==> src/rtl/sram_arbiter.sv <==
// sram_arbiter: shares one external 8-bit asynchronous SRAM between two
// requesters. r0 (video fetch) has fixed priority; r1 (CPU/DMA) is forced
// through after STARVE_LIMIT consecutive lost contests.
// Optional build macro: SRAM_ARB_ROUNDROBIN_EN. When defined, contests are
// decided by a last-grant flag (alternating) and the starve counter is dropped.
// Every SRAM-side output is driven straight from a flop so the pins never glitch.
//
// state   | meaning
// --------+---------------------------------------------------------------
// IDLE    | waiting for a request; bus released, write strobe high
// ACCESS  | cnt = 0 address setup, cnt >= 1 write strobe low (writes only)
// RECOVER | strobe high, address/drive held for hold time, ack the winner

module sram_arbiter #(
    parameter int AW            = 21,
    parameter int ACCESS_CYCLES = 2,
    parameter int STARVE_LIMIT  = 8
) (
    input  logic          sysclk,
    input  logic          rst,
    input  logic          r0_req,
    input  logic          r0_we,
    input  logic [AW-1:0] r0_addr,
    input  logic [7:0]    r0_wdata,
    output logic [7:0]    r0_rdata,
    output logic          r0_ack,
    input  logic          r1_req,
    input  logic          r1_we,
    input  logic [AW-1:0] r1_addr,
    input  logic [7:0]    r1_wdata,
    output logic [7:0]    r1_rdata,
    output logic          r1_ack,
    output logic [AW-1:0] sram_addr,
    output logic [7:0]    sram_data_o,
    output logic          sram_data_oe,
    input  logic [7:0]    sram_data_i,
    output logic          sram_we_n,
    output logic          busy
);

    localparam int CW = $clog2(ACCESS_CYCLES + 1);

    typedef enum logic [1:0] {
        IDLE    = 2'd0,
        ACCESS  = 2'd1,
        RECOVER = 2'd2
    } state_t;

    state_t        state_q;
    logic [CW-1:0] cnt_q;
    logic          we_q;
    logic          grant_r1_q;
`ifdef SRAM_ARB_ROUNDROBIN_EN
    logic          last_r1_q;
`else
    logic [7:0]    starve_q;
`endif

    logic          both_req;
    logic          pick_r1_d;
    logic          sel_we_d;
    logic [AW-1:0] sel_addr_d;
    logic [7:0]    sel_wdata_d;

    // Winner selection for the IDLE grant and a mux of the winner's request fields.
    always_comb begin
        both_req = r0_req & r1_req;
`ifdef SRAM_ARB_ROUNDROBIN_EN
        pick_r1_d = both_req ? ~last_r1_q : r1_req;
`else
        pick_r1_d = both_req ? (starve_q == 8'(STARVE_LIMIT)) : r1_req;
`endif
        sel_we_d    = pick_r1_d ? r1_we    : r0_we;
        sel_addr_d  = pick_r1_d ? r1_addr  : r0_addr;
        sel_wdata_d = pick_r1_d ? r1_wdata : r0_wdata;
    end

    // Access sequencer with registered SRAM pins, acks and read data.
    always_ff @(posedge sysclk) begin
        if (rst) begin
            state_q      <= IDLE;
            cnt_q        <= '0;
            we_q         <= 1'b0;
            grant_r1_q   <= 1'b0;
`ifdef SRAM_ARB_ROUNDROBIN_EN
            last_r1_q    <= 1'b1;
`else
            starve_q     <= 8'd0;
`endif
            sram_addr    <= '0;
            sram_data_o  <= 8'd0;
            sram_data_oe <= 1'b0;
            sram_we_n    <= 1'b1;
            r0_ack       <= 1'b0;
            r1_ack       <= 1'b0;
            r0_rdata     <= 8'd0;
            r1_rdata     <= 8'd0;
        end else begin
            r0_ack <= 1'b0;
            r1_ack <= 1'b0;
            case (state_q)
                IDLE: begin
                    sram_data_oe <= 1'b0;
                    sram_we_n    <= 1'b1;
                    if (r0_req || r1_req) begin
                        grant_r1_q   <= pick_r1_d;
                        we_q         <= sel_we_d;
                        sram_addr    <= sel_addr_d;
                        sram_data_o  <= sel_wdata_d;
                        sram_data_oe <= sel_we_d;
                        cnt_q        <= '0;
                        state_q      <= ACCESS;
`ifdef SRAM_ARB_ROUNDROBIN_EN
                        last_r1_q    <= pick_r1_d;
`else
                        if (pick_r1_d) begin
                            starve_q <= 8'd0;
                        end else if (both_req && starve_q != 8'hFF) begin
                            starve_q <= starve_q + 8'd1;
                        end
`endif
                    end
                end
                ACCESS: begin
                    if (cnt_q == CW'(ACCESS_CYCLES - 1)) begin
                        sram_we_n <= 1'b1;
                        state_q   <= RECOVER;
                        if (grant_r1_q) begin
                            r1_ack <= 1'b1;
                            if (!we_q) r1_rdata <= sram_data_i;
                        end else begin
                            r0_ack <= 1'b1;
                            if (!we_q) r0_rdata <= sram_data_i;
                        end
                    end else begin
                        cnt_q     <= cnt_q + CW'(1);
                        sram_we_n <= ~we_q;
                    end
                end
                RECOVER: begin
                    sram_we_n    <= 1'b1;
                    sram_data_oe <= 1'b0;
                    state_q      <= IDLE;
                end
                default: begin
                    sram_we_n    <= 1'b1;
                    sram_data_oe <= 1'b0;
                    state_q      <= IDLE;
                end
            endcase
        end
    end

    assign busy = (state_q != IDLE);

endmodule

==> config.mk <==
export PLATFORM = sky130hd
export DESIGN_NAME = sram_arbiter
export DESIGN_NICKNAME = d
export VERILOG_FILES = /design/src/rtl/sram_arbiter.sv
export SDC_FILE = /design/constraint.sdc
export NUM_CORES = 1
export LEC_CHECK = 0
export BUFFER_PORTS_ARGS = -buffer_cell sky130_fd_sc_hd__buf_2
export CAP_MARGIN = 10
export CORE_MARGIN = 8
export CORE_UTILIZATION = 45
export DETAILED_ROUTE_END_ITERATION = 8
export PLACE_DENSITY = 0.77
export SLEW_MARGIN = 20
export SYNTH_ARGS = -nofsm -noshare
export SYNTH_HDL_FRONTEND = slang
export SYNTH_SLANG_ARGS = --single-unit
==> constraint.sdc <==
create_clock -name sysclk -period 2.2 [get_ports sysclk]
set_clock_uncertainty 0.15 [all_clocks]
set_input_delay 0.11 -clock sysclk [delete_from_list [all_inputs] [get_ports sysclk]]
set_output_delay 0.11 -clock sysclk [all_outputs]
set_load 0.02 [all_outputs]
==> flow_summary.toml <==
[critical_path]
cp_slowest_stage_delay_ns = 0.55
crit_family = "buffers and inverters"
crit_required_ns = 2.32
path_cells = "inv_1 -> ha_1 -> nor4b_4 -> a21o_1 -> nand2_1 -> a31oi_1 -> dlygate4sd3_1"
startpoint_type = "flop"
end_kind = "flop"
cp_num_buf_inv = 2
r2r_slack_ns = 0.13
reg2reg_to = "sram_data_oe"
r2r_start = "starve_q[0]"
cp.arrival_ns = 2.19
cp_slowest_cell = "dlygate4sd3_1"
critPathKind = "flop to flop"
rr_worst_depth = 7
path_max_fanout = 4

[clock_tree]
clkSinkCount = 63
clk_latency_ns = 0.33
htreeDepth = 3
ctsLongestPathBuffers = 2
clk_pin_slew_ns = 0.06
cts_tree = "built"
root_buffer = "clkbuf_8"
cts-buffers-inserted = 9

[logic_synthesis]
ys_types = 40
async_reset_ff_share_pct = 0
syn_nets = 399
ys_seq_elements = 63
synth_area_per_cell_sq_um = 8.303
synth_edf_count = 0
synth_cells = 324
synth_top_flop_cell = "dfxtp_1"
syn_area_sq_um = 2690
synth_warnings = 0
synth-seq-area-share_pct = 46.88

[placed_design]
io_buffers = 121
gp_congestion = 0.8546
hpwl_um = 5583

[grt]
grt_pass1_vias = 3319
grt_pass1_wl_um = 15980
met3_usage_pct = 8.654
met1_usage_pct = 24.93
gr-max-usage-layer = "met2"
antenna_found_initial = 0
grt_usage_pct = 23.03
grt_start_max_net_pins = 61
grtUsageMet2_pct = 37.13
overflow = 0

[die]
io_pins = 122
core_sq_um = 5851
die_h_um = 93.32
initial_core_util_pct = 45.98
die_w_um = 93.32
rows = 28
fp.dieArea_sq_um = 8708

[route]
dr.pass1.iters = 6
via_per_inst = 5.441
route.antenna.remaining_nets = 0
drt-wirelength-per-cell_um = 17.09
dr.first_iter.drc_count = 155
wirelength_um = 10120
dr_total_vias = 3221
post-route-drc-count = 0

[finish]
area_growth_pct = 57.81
fin_nets = 588
fill_cells = 386
drive_gt1_share_pct = 29.07

[min_path]
hold_path_depth = 4
hold_start = "r0_req"
min_to = "state_q[0]"
hold_path.class = "primary input to flop"

[power_and_ir_drop]
peakVddDrop_mv = 0.3949
leakagePower_nw = 2.009
p_total_w = 0.002775
p_per_area_nw_per_um2 = 653.6

[sta]
worst_pin_slew_ns = 0.4154
finalSetupViolCount = 0
finalHoldViolations = 0
slew_viol_final = 0
clock.fmax_mhz = 483.2
rsz0062_at_grt = "no"
maxSlewHeadroom_pct = 72.25
fin_crit_sh_pct = 94.07
fin_crit_ns = 2.070
fin_tns_setup_ns = 0

[outcome]
status = "finished, final reports clean"

[job]
maxCapViolCount = 0
==> sequential cells by signal (all words and copies together) (netlist names) <==
register,count
cnt_q,2
r1_rdata,8
grant_r1_q,1
r0_rdata,8
sram_data_o,8
sram_addr,21
we_q,1
sram_we_n,1
state_q,2
r1_ack,1
starve_q,8
sram_data_oe,1
r0_ack,1
==> report_power, final <==
group	switching [W]	internal (W)	leakage, nW
registers	0.0000483	0.00122	0.517
clock network	0.000411	0.000457	0.0854
logic	0.000355	0.000279	1.41
==> layout by cell type (no fill, tap or decap), types with 2 or more instances in the layout <==
cell type / n
nand3_1: 7
ha_1: 3
o21ai_0: 32
buf_2: 121
dfxtp_1: 63
nand2_1: 69
buf_4: 9
nand3b_1: 2
and2_1: 2
a31oi_1: 34
and3_1: 2
mux2i_1: 17
nand4_1: 4
nor3_1: 3
a21o_1: 2
dlygate4sd3_1: 71
clkbuf_8: 11
nor2_1: 23
or4_1: 2
inv_1: 9
clkbuf_1: 2
nor2b_1: 3
a21oi_1: 5
==> tightest hold or removal path, stage by stage <==
cell and delay (ns):
buf_2 0.12, or2_2 0.14, a21oi_1 0.10, nor2_1 0.09
==> layout make-up <==
cell class                      count  area, sq um  area share [%]
Clock buffer                       13        158.9           3.743
Tap cell                           75        93.84           2.210
Clock inverter                      1        5.005          0.1179
Inverter                            9        33.78          0.7958
Sequential cell                    63         1261           29.71
Multi-Input combinational cell    228         1286           30.30
Timing Repair Buffer              202         1404           33.07
Antenna cell                        1        2.502         0.05894
==> how the worst max path moves through the flow <==
stage               slack, ns  cells after the start   startpoint        endpoint
finish                   0.13                      7  starve_q[0]    sram_data_oe
global route             0.01                      7  starve_q[0]    sram_data_oe
CTS                      0.05                      7  starve_q[0]    sram_data_oe
detailed placement       0.20                      7  starve_q[0]   sram_addr[14]
global placement         0.31                      7  starve_q[0]  sram_data_o[2]
floorplan                0.40                      6  starve_q[0]     starve_q[3]
==> kinds of logic after synthesis <==
group | share of synthesized area (%)
flops | 46.88
simple gates | 21.07
mux | 6.325
fa+ha+maj | 1.395
buf+inv | 5.767
compound gates | 18.56
==> synthesized netlist by cell type (4+ instances only) <==
| library cell | number | share of area [%] |
|---|---|---|
| mux2i_1 | 17 | 6.3 |
| inv_1 | 9 | 1.3 |
| o21ai_0 | 32 | 6.0 |
| dfxtp_1 | 63 | 47 |
| a21oi_1 | 6 | 1.1 |
| a31oi_1 | 34 | 7.9 |
| nand3_1 | 7 | 1.3 |
| nand4_1 | 4 | 0.93 |
| nand2_1 | 69 | 9.6 |
| nor2_1 | 23 | 3.2 |
| clkbuf_1 | 15 | 2.1 |
==> layer usage <==
| metal | routed length, um | share of wire (%) | up-vias |
|---|---|---|---|
| met1 | 3964 | 39 | 1485 |
| met2 | 4656 | 46 | 185 |
| met4 | 425 | 4.2 | 0 |
| met3 | 1071 | 11 | 39 |
| met5 | 0 | 0 | - |
| li1 | - | - | 1512 |
==> stage by stage <==
step / util [%] / worst slack, ns / std cells / hold slack (ns) / cell area [sq um]
5_1_grt: 72.52 / 0.01445 / 591 / 0.1655 / 4243
2_1_floorplan: - / 0.4031 / 324 / 0.1039 / 2690
4_1_cts: 72.37 / 0.05034 / 591 / 0.1065 / 4234
6_report: 72.56 / 0.1304 / 592 / 0.1260 / 4245
3_5_place_dp: 57.42 / 0.1952 / 506 / 0.2208 / 3359
3_3_place_gp: 57.42 / 0.3088 / 506 / 0.2111 / 3359
==> timing repair <==
item	in CTS	in global routing
hold buffers	71	0
gates resized for setup	0	1
endpoints found under the hold margin	50	0
setup endpoints to repair	0	4
buffers inserted	0	0
Power figures use the tool's default switching activity.
